### src/rtl/fnd_pkg.sv
// Shared constants for the 4-digit seven-segment scan display: active-low
// segment codes, one-cold digit enables and the digit-slot encoding.
package fnd_pkg;

    // Segment byte layout: bit7 = dp, bits6..0 = g,f,e,d,c,b,a (active-low).
    localparam logic [7:0] SEG_0     = 8'hC0;
    localparam logic [7:0] SEG_1     = 8'hF9;
    localparam logic [7:0] SEG_2     = 8'hA4;
    localparam logic [7:0] SEG_3     = 8'hB0;
    localparam logic [7:0] SEG_4     = 8'h99;
    localparam logic [7:0] SEG_5     = 8'h92;
    localparam logic [7:0] SEG_6     = 8'h82;
    localparam logic [7:0] SEG_7     = 8'hF8;
    localparam logic [7:0] SEG_8     = 8'h80;
    localparam logic [7:0] SEG_9     = 8'h90;
    localparam logic [7:0] SEG_BLANK = 8'hFF;

    localparam logic [3:0] COM_DIG0 = 4'b1110;
    localparam logic [3:0] COM_DIG1 = 4'b1101;
    localparam logic [3:0] COM_DIG2 = 4'b1011;
    localparam logic [3:0] COM_DIG3 = 4'b0111;

    localparam logic [3:0] BCD_BLANK = 4'hF;

    typedef enum logic [1:0] {
        DIG_ONES      = 2'd0,
        DIG_TENS      = 2'd1,
        DIG_HUNDREDS  = 2'd2,
        DIG_THOUSANDS = 2'd3
    } digit_sel_e;

    function automatic logic [3:0] com_pattern(input digit_sel_e sel);
        logic [3:0] com;
        case (sel)
            DIG_ONES:      com = COM_DIG0;
            DIG_TENS:      com = COM_DIG1;
            DIG_HUNDREDS:  com = COM_DIG2;
            DIG_THOUSANDS: com = COM_DIG3;
            default:       com = COM_DIG0;
        endcase
        return com;
    endfunction

endpackage

### src/rtl/fnd_bcd_to_seg.sv
// Combinational BCD digit to active-low seven-segment decode; any code
// above 9 turns the digit fully off.
module fnd_bcd_to_seg
    import fnd_pkg::*;
(
    input  logic [3:0] bcd_i,
    output logic [7:0] seg_o
);

    always_comb begin
        seg_o = SEG_BLANK;
        case (bcd_i)
            4'd0:    seg_o = SEG_0;
            4'd1:    seg_o = SEG_1;
            4'd2:    seg_o = SEG_2;
            4'd3:    seg_o = SEG_3;
            4'd4:    seg_o = SEG_4;
            4'd5:    seg_o = SEG_5;
            4'd6:    seg_o = SEG_6;
            4'd7:    seg_o = SEG_7;
            4'd8:    seg_o = SEG_8;
            4'd9:    seg_o = SEG_9;
            default: seg_o = SEG_BLANK;
        endcase
    end

endmodule

### src/rtl/fnd_scan_controller.sv
// Latches a binary value and time-multiplexes its four decimal digits onto a
// common-anode display. Define FND_LEADING_ZERO_BLANK_EN to blank leading zeros.
module fnd_scan_controller #(
    parameter int WIDTH    = 9,
    parameter int SCAN_DIV = 100_000
) (
    input  logic             clk,
    input  logic             reset,
    input  logic [WIDTH-1:0] sum,
    input  logic             sum_valid,
    output logic [7:0]       fnd_data,
    output logic [3:0]       fnd_com
);
    import fnd_pkg::*;

    localparam int              CNT_W    = $clog2(SCAN_DIV);
    localparam logic [CNT_W-1:0] CNT_LAST = CNT_W'(SCAN_DIV - 1);

    logic [CNT_W-1:0] scan_cnt_q, scan_cnt_d;
    digit_sel_e       digit_sel_q, digit_sel_d;
    logic [WIDTH-1:0] disp_val_q, disp_val_d;
    logic             tick;

    logic [13:0]      val_ext;
    logic [3:0]       digits [4];
    logic             blank_lead;
    logic [3:0]       bcd_sel;

    // Slot timing and capture share one edge, so a capture coinciding with a
    // tick is already visible in the newly selected slot.
    always_comb begin
        tick        = (scan_cnt_q == CNT_LAST);
        scan_cnt_d  = tick ? '0 : scan_cnt_q + CNT_W'(1);
        digit_sel_d = tick ? digit_sel_e'(digit_sel_q + 2'd1) : digit_sel_q;
        disp_val_d  = sum_valid ? sum : disp_val_q;
    end

    always_ff @(posedge clk or posedge reset) begin
        if (reset) begin
            scan_cnt_q  <= '0;
            digit_sel_q <= DIG_ONES;
            disp_val_q  <= '0;
        end else begin
            scan_cnt_q  <= scan_cnt_d;
            digit_sel_q <= digit_sel_d;
            disp_val_q  <= disp_val_d;
        end
    end

    // WIDTH is at most 13, so the value never exceeds 8191 and four digits suffice.
    always_comb begin
        val_ext   = 14'(disp_val_q);
        digits[0] = 4'(val_ext % 14'd10);
        digits[1] = 4'((val_ext / 14'd10) % 14'd10);
        digits[2] = 4'((val_ext / 14'd100) % 14'd10);
        digits[3] = 4'((val_ext / 14'd1000) % 14'd10);
    end

`ifdef FND_LEADING_ZERO_BLANK_EN
    // Digit k is a leading zero exactly when the value is below 10^k.
    always_comb begin
        blank_lead = 1'b0;
        case (digit_sel_q)
            DIG_TENS:      blank_lead = (val_ext < 14'd10);
            DIG_HUNDREDS:  blank_lead = (val_ext < 14'd100);
            DIG_THOUSANDS: blank_lead = (val_ext < 14'd1000);
            default:       blank_lead = 1'b0;
        endcase
    end
`else
    assign blank_lead = 1'b0;
`endif

    assign bcd_sel = blank_lead ? BCD_BLANK : digits[digit_sel_q];
    assign fnd_com = com_pattern(digit_sel_q);

    fnd_bcd_to_seg u_bcd_to_seg (
        .bcd_i (bcd_sel),
        .seg_o (fnd_data)
    );

endmodule

### config.mk
export PLATFORM = sky130hd
export DESIGN_NAME = fnd_scan_controller
export DESIGN_NICKNAME = d
export VERILOG_FILES = /design/src/rtl/fnd_pkg.sv /design/src/rtl/fnd_bcd_to_seg.sv /design/src/rtl/fnd_scan_controller.sv
export SDC_FILE = /design/constraint.sdc
export NUM_CORES = 1
export LEC_CHECK = 0
export BUFFER_PORTS_ARGS = -buffer_cell sky130_fd_sc_hd__buf_2
export CAP_MARGIN = 20
export CORE_ASPECT_RATIO = 1.25
export CORE_UTILIZATION = 40
export DETAILED_ROUTE_END_ITERATION = 10
export HOLD_SLACK_MARGIN = 0.02
export REMOVE_ABC_BUFFERS = 1
export SYNTH_ARGS = -nofsm -noshare
export SYNTH_HDL_FRONTEND = slang
export SYNTH_SLANG_ARGS = --single-unit
### constraint.sdc
create_clock -name clk -period 4.6 [get_ports clk]
set_clock_uncertainty 0.15 [all_clocks]
set_input_delay 0.69 -clock clk [delete_from_list [all_inputs] [get_ports clk]]
set_output_delay 0.69 -clock clk [all_outputs]
set_load 0.005 [all_outputs]
# Word level (Yosys, flattened, before mapping)
# Memory sizes are Yosys's and may differ from the RTL's.
# Index checks and enable logic that the tools add are counted.
[word_totals] input_bits=12 rom_bits=112 regBits=28 memories=1 output_inout_bits=12 latchBits=0 ramBits=0
[mem_list] name="(name not given)" depth=16 width=7 read_ports=1 rd_ports_with_merged_regs=0 wr=0 line_no="fnd_bcd_to_seg.sv:12" text="case (bcd_i)"
[op_classes] n_div=7 muxes=5 add_sub_neg=2 eq_ne=4 n_shift=0 n_mul=0 reduce_logical=1 bitwise_logic=1 order_cmp=1
[ops] op="modulo 14 x 4 -> 14 bit, second input constant" n=3
[ops] op="adder 17 x 1 -> 17 bit, second input constant" n=1
[ops] op="equality test 17 bit, second input constant" n=1
[ops] op="2-to-1 mux 17 bit" n=1
[ops] op="case mux 4 bit (4 select lines)" n=1
[ops] op="divider 9 x 10 -> 14 bit, second input constant" n=1
[ops] op="divider 9 x 4 -> 14 bit, second input constant" n=1
[ops] op="divider 9 x 7 -> 14 bit, second input constant" n=1
[ops] op="modulo 9 x 4 -> 14 bit, second input constant" n=1
[ops] op="binary-select mux 4 bit (select 2 bit)" n=1
[ops] op="2-to-1 mux 4 bit" n=2
[ops] op="equality test 2 bit, second input constant" n=2
[ops] op=">= comparator 3 bit, second input constant" n=1
[ops] op="NOT 2 -> 3 bit" n=1
[ops] op="adder 2 x 1 -> 2 bit, second input constant" n=1
[ops] op="equality test 2 x 1 -> 1 bit, second input constant" n=1
[ops] op="zero test 2 bit" n=1

# Longest topological paths before layout
# An unclocked memory read counts as a cell.
[depth] depth_word=6 depth_mapped=22 mapped_depth_nobuf=19

# Hierarchy
# Synthesis repeated with hierarchy kept, for this count alone.
[unflattened] cells_unflattened=380 hier_area_um2=2960.3
[by_module_without_submodules] mod="fnd_scan_controller" area_each_um2=2738.9 cells_per_inst=345 instances=1
[by_module_without_submodules] mod="fnd_bcd_to_seg" area_each_um2=221.5 cells_per_inst=35 instances=1

# Least setup slack after synthesis
# Ideal clock, no wire load.
[synth_path] path_kind="register -> output" from="reg disp_val_q[8]" to="out fnd_data[3]" slack_ns=-0.242 t_required_ns=3.760 stages_incl_launch_ff=18 n_path_buf=3 t_arrival_ns=4.002 path_cell_list="dfrtp_1 -> buf_2 -> buf_2 -> buf_2 -> a21oi_1 -> a21oi_1 -> o21ai_0 -> o31ai_1 -> inv_1 -> ha_1 -> or4b_2 -> nor4_1 -> a22oi_1 -> nand3b_4 -> mux2i_1 -> a22o_2 -> ha_1 -> a221o_1"
[synth_via] elab_chain_cells=6 elab_cells_between_ends=11 cone_classes="div: 7; mux: 3; memory: 1"
[synth_rtl] element="start: declaration" line_no="fnd_scan_controller.sv:21" text="logic [WIDTH-1:0] disp_val_q, disp_val_d;"
[synth_rtl] element="start signal: assignment" line_no="fnd_scan_controller.sv:46" text="disp_val_q <= disp_val_d;"
[synth_rtl] element="divider 9 x 10 -> 14 bit (tied with other cells)" line_no="fnd_scan_controller.sv:56" text="digits[3] = 4'((val_ext / 14'd1000) % 14'd10);"
[synth_rtl] element="modulo 14 x 4 -> 14 bit, on equally long branches" line_no="fnd_scan_controller.sv:56, fnd_scan_controller.sv:54, fnd_scan_controller.sv:55"
[synth_rtl] element="binary-select mux 4 bit (select 2 bit) (*)" line_no="fnd_scan_controller.sv:74" text="assign bcd_sel = blank_lead ? BCD_BLANK : digits[digit_sel_q];"
[synth_rtl] element="2-to-1 mux 4 bit (not written as such) (*) (2 in series)" line_no="fnd_scan_controller.sv:74"
[synth_rtl] element="memory (16 x 7 bit) (*)"
[synth_rtl] element="end: declaration" line_no="fnd_scan_controller.sv:11" text="output logic [7:0] fnd_data,"
# Every way passes the cells marked *; elsewhere a longest branch is shown, timed or not. The select of a mux whose other input is x is not followed.

# Final worst setup path
[layout_path] from="reg disp_val_q[7]" to="out fnd_data[1]"
# The elaborated chain is that of the path after synthesis.

==> results.py <==
metrics = {
    "outcome": {
        "outcome": "complete, but fails checks",
        "violations": "negative setup slack",
    },
    "sta": {
        "setup_slack_ns": -0.2229,
        "setup-violations-final": 7,
        "max_freq_mhz": 207.3,
        "whs_ns": 0.1833,
        "fin_crit_sh_pct": 104.8,
        "fin_crit_ns": 4.823,
        "slew_viol_final": 0,
        "slew_headroom_pct": 60.93,
        "tns_ns": -1.266,
        "rsz0062_at_grt": "true",
        "hold_viol": 0,
        "tightest_slew_ns": 0.5834,
    },
    "power_and_ir_drop": {
        "power_density_mw_per_mm2": 313.2,
        "power_uw": 1301,
        "leakage_uw": 0.001816,
        "vdd_drop_max_mv": 0.2175,
    },
    "hold_path": {
        "hold_path_class": "in -> async",
    },
    "route": {
        "drt_iter0_markers": 126,
        "drtAntennaViolNets": 0,
        "first_pass_iters": 4,
        "via_per_inst": 5.643,
        "wl_per_cell_microns": 15.30,
        "drt-total-wl_mm": 8.398,
        "dr_total_vias": 3098,
        "drcViolationCount": 0,
    },
    "cts": {
        "cts_root_buf": "clkbuf_8",
        "clk_latency_ns": 0.27,
        "cts.path.max_buffers": 2,
        "cts_hold_buf": 0,
        "cts_made_buffers": 3,
        "cts.sinks": 28,
        "tritoncts": "yes",
        "cts-htree-levels": 1,
        "clk_pin_slew_ns": 0.09,
    },
    "final_layout": {
        "n_antenna_cell": 0,
        "layout.nets": 489,
        "fill_cells": 637,
        "drive_gt1_share_pct": 41.61,
        "final_cells": 549,
        "area_delta_synth_final_pct": 42.12,
    },
    "worst_setup_path": {
        "critical_path_class": "reg -> out",
        "required_ns": 3.76,
        "r2r_setup_slack_ns": 1.66,
        "cpMaxStageDelayCell": "dfrtp_2",
        "startpoint_type": "flop",
        "crit_start": "disp_val_q[7]",
        "reg2reg_to": "scan_cnt_q[10]",
        "rr_worst_depth": 7,
        "critPathBufInv": 3,
        "slowest_delay_ns": 0.51,
        "arrival_ns": 3.98,
        "reg2reg_from": "scan_cnt_q[12]",
        "crit_chain": "nand2b_4 > a21boi_4 > o21ai_2 > o22ai_2 > inv_1 > ha_2 > inv_2 > ha_4 > o31ai_4 > nand2b_1 > a21o_1 > a41oi_2 > xnor2_2 > ha_2 > a32o_2 > a21o_4 > a21boi_4 > o21bai_1 > buf_2",
        "critPathCaptureType": "output port",
        "crit_path_max_fanout": 7,
        "crit_cells": 19,
        "critPathTopFamily": "compound AO/OA/AOI/OAI gates",
    },
    "floorplan": {
        "placeableCoreArea_sq_mm": 0.007019,
        "dieArea_sq_mm": 0.007655,
        "rows": 34,
        "die_w_microns": 78.46,
        "initial_utilization_pct": 41.64,
        "ioPinCount": 24,
        "die_y_microns": 97.57,
    },
    "yosys": {
        "synth.area.top_cells": "dfrtp_1 (24%), ha_1 (6.8%), nand2_1 (4.4%), o21ai_0 (3.8%), nor2_1 (3.7%)",
        "yosysTopAreaCell": "dfrtp_1",
        "synthCells": 371,
        "yosysUniqueCellTypes": 75,
        "syn_avg_cell_area_sq_um": 7.878,
        "yosys_register_bits": 28,
        "yosys_warnings": 0,
        "synth.top_cells.by_count": "nand2_1 (34), nor2_1 (29), dfrtp_1 (28), inv_1 (22), o21ai_0 (22)",
        "synth_edf_count": 0,
        "synth.most_common_cell": "nand2_1",
        "async_reset_ff_share_pct": 100.0,
        "synth_ff_type": "dfrtp_1",
        "yosysSeqAreaShare_pct": 23.97,
        "synth_top_area_share_pct": 23.97,
        "synth_area_sq_mm": 0.002923,
    },
    "global_route": {
        "grt_pass1_vias": 3089,
        "grt_pass1_wl_mm": 13.96,
        "antenna_found_initial": 0,
        "grt.total_usage_pct": 22.07,
        "grt_max_degree": 29,
        "globalRouteOverflowTotal": 0,
    },
    "job": {
        "maxCapViolCount": 0,
    },
    "placed_design": {
        "globalplace.congestion": 0.8464,
        "io_buffers": 22,
        "hpwlAfterDp_mm": 5.899,
        "dp.cells": 524,
    },
}
-- logic make-up (layout without fill, tap and decap cells) --
kind of cell | Yosys count | count (layout) | synth area share [%]
muxes | 5 | 5 | 1.841
DFF | 28 | 28 | 23.97
AOI/OAI and AO/OA | 114 | 114 | 27.95
and+or+nand+nor | 135 | 135 | 25.00
xor gates and xnor gates | 21 | 21 | 6.293
adders and majority gates | 18 | 18 | 7.534
buffers and inverters | 49 | 137 | 7.278
other | 1 | 1 | 0.1283
-- state kept, by name (all words and copies together), names as in the netlist --
register	count
digit_sel_q	2
disp_val_q	9
scan_cnt_q	17
-- how the worst max path moves through the flow --
stage,end,slack [ns]
after floorplan,fnd_data[3],-0.38
after detailed placement,fnd_data[0],-0.15
final,fnd_data[1],-0.22
after CTS,fnd_data[5],-0.29
after global routing,fnd_data[0],-0.43
after global placement,fnd_data[0],-0.12
-- routing by layer --
metal / GRT usage [%] / wire length, microns / vias to the layer above
li1: - / - / 1538
met5: 0 / 0 / -
met4: 5.840 / 81 / 0
met3: 1.127 / 150 / 10
met1: 26.91 / 3622 / 1505
met2: 41.30 / 4543 / 45
-- cell type report --
class                      instances  area [sq um]  share of cell area [%]
multi-input combinational        294          2365                   56.93
timing repair buffer             111         837.1                   20.15
sequential                        28         704.4                   16.96
tap                               90         112.6                   2.711
inverter                          23         93.84                   2.259
clock buffer                       3         41.29                  0.9940
-- stage by stage --
stage / utilization [%] / area [sq um] / setup WS, ns
after floorplan: - / 2801 / -0.3756
after global placement: 50.43 / 3540 / -0.1211
after detailed placement: 50.43 / 3540 / -0.1535
after CTS: 56.03 / 3933 / -0.2880
after global routing: 59.18 / 4154 / -0.4288
final: 59.18 / 4154 / -0.2229
-- cells in the final DEF (no fill, tap or decap), drive strengths merged, types with 3 or more instances in the layout --
cell	n
nor3	9
clkbuf	3
nand2	34
o21ai	23
xor2	12
ha	16
o21ba	3
nor2	30
nor2b	5
or4b	3
mux2	3
nand3	11
a41oi	3
buf	111
nor4	7
a21boi	3
a221o	3
o211ai	7
dfrtp	28
and3	5
nor4bb	3
inv	23
nand2b	7
a31oi	8
a21oi	14
a22oi	6
a211oi	5
a21o	6
or2	4
o31ai	3
o22ai	6
xnor2	9
nor3b	3
-- worst reg2reg max path, delay by kind of cell, from the launching register on --
kind | cells | cell delay [ns]
simple gates | 5 | 2.02
flops | 1 | 0.43
compound gates | 2 | 0.23
-- report_power, final --
part / total (uW) / switching, uW / leakage [uW] / internal, uW
logic: 906 / 439 / 0.00144 / 467
clock network: 131 / 71.9 / 0.0000216 / 58.7
registers: 265 / 11.0 / 0.000356 / 254
total: 1300 / 522 / 0.00182 / 779
-- repair_timing --
item	CTS	global route
buffers inserted	14	8
pin swaps	35	29
resized for setup	53	30
setup endpoints to repair	7	7
No activity file was read; power rests on OpenSTA's default activity.
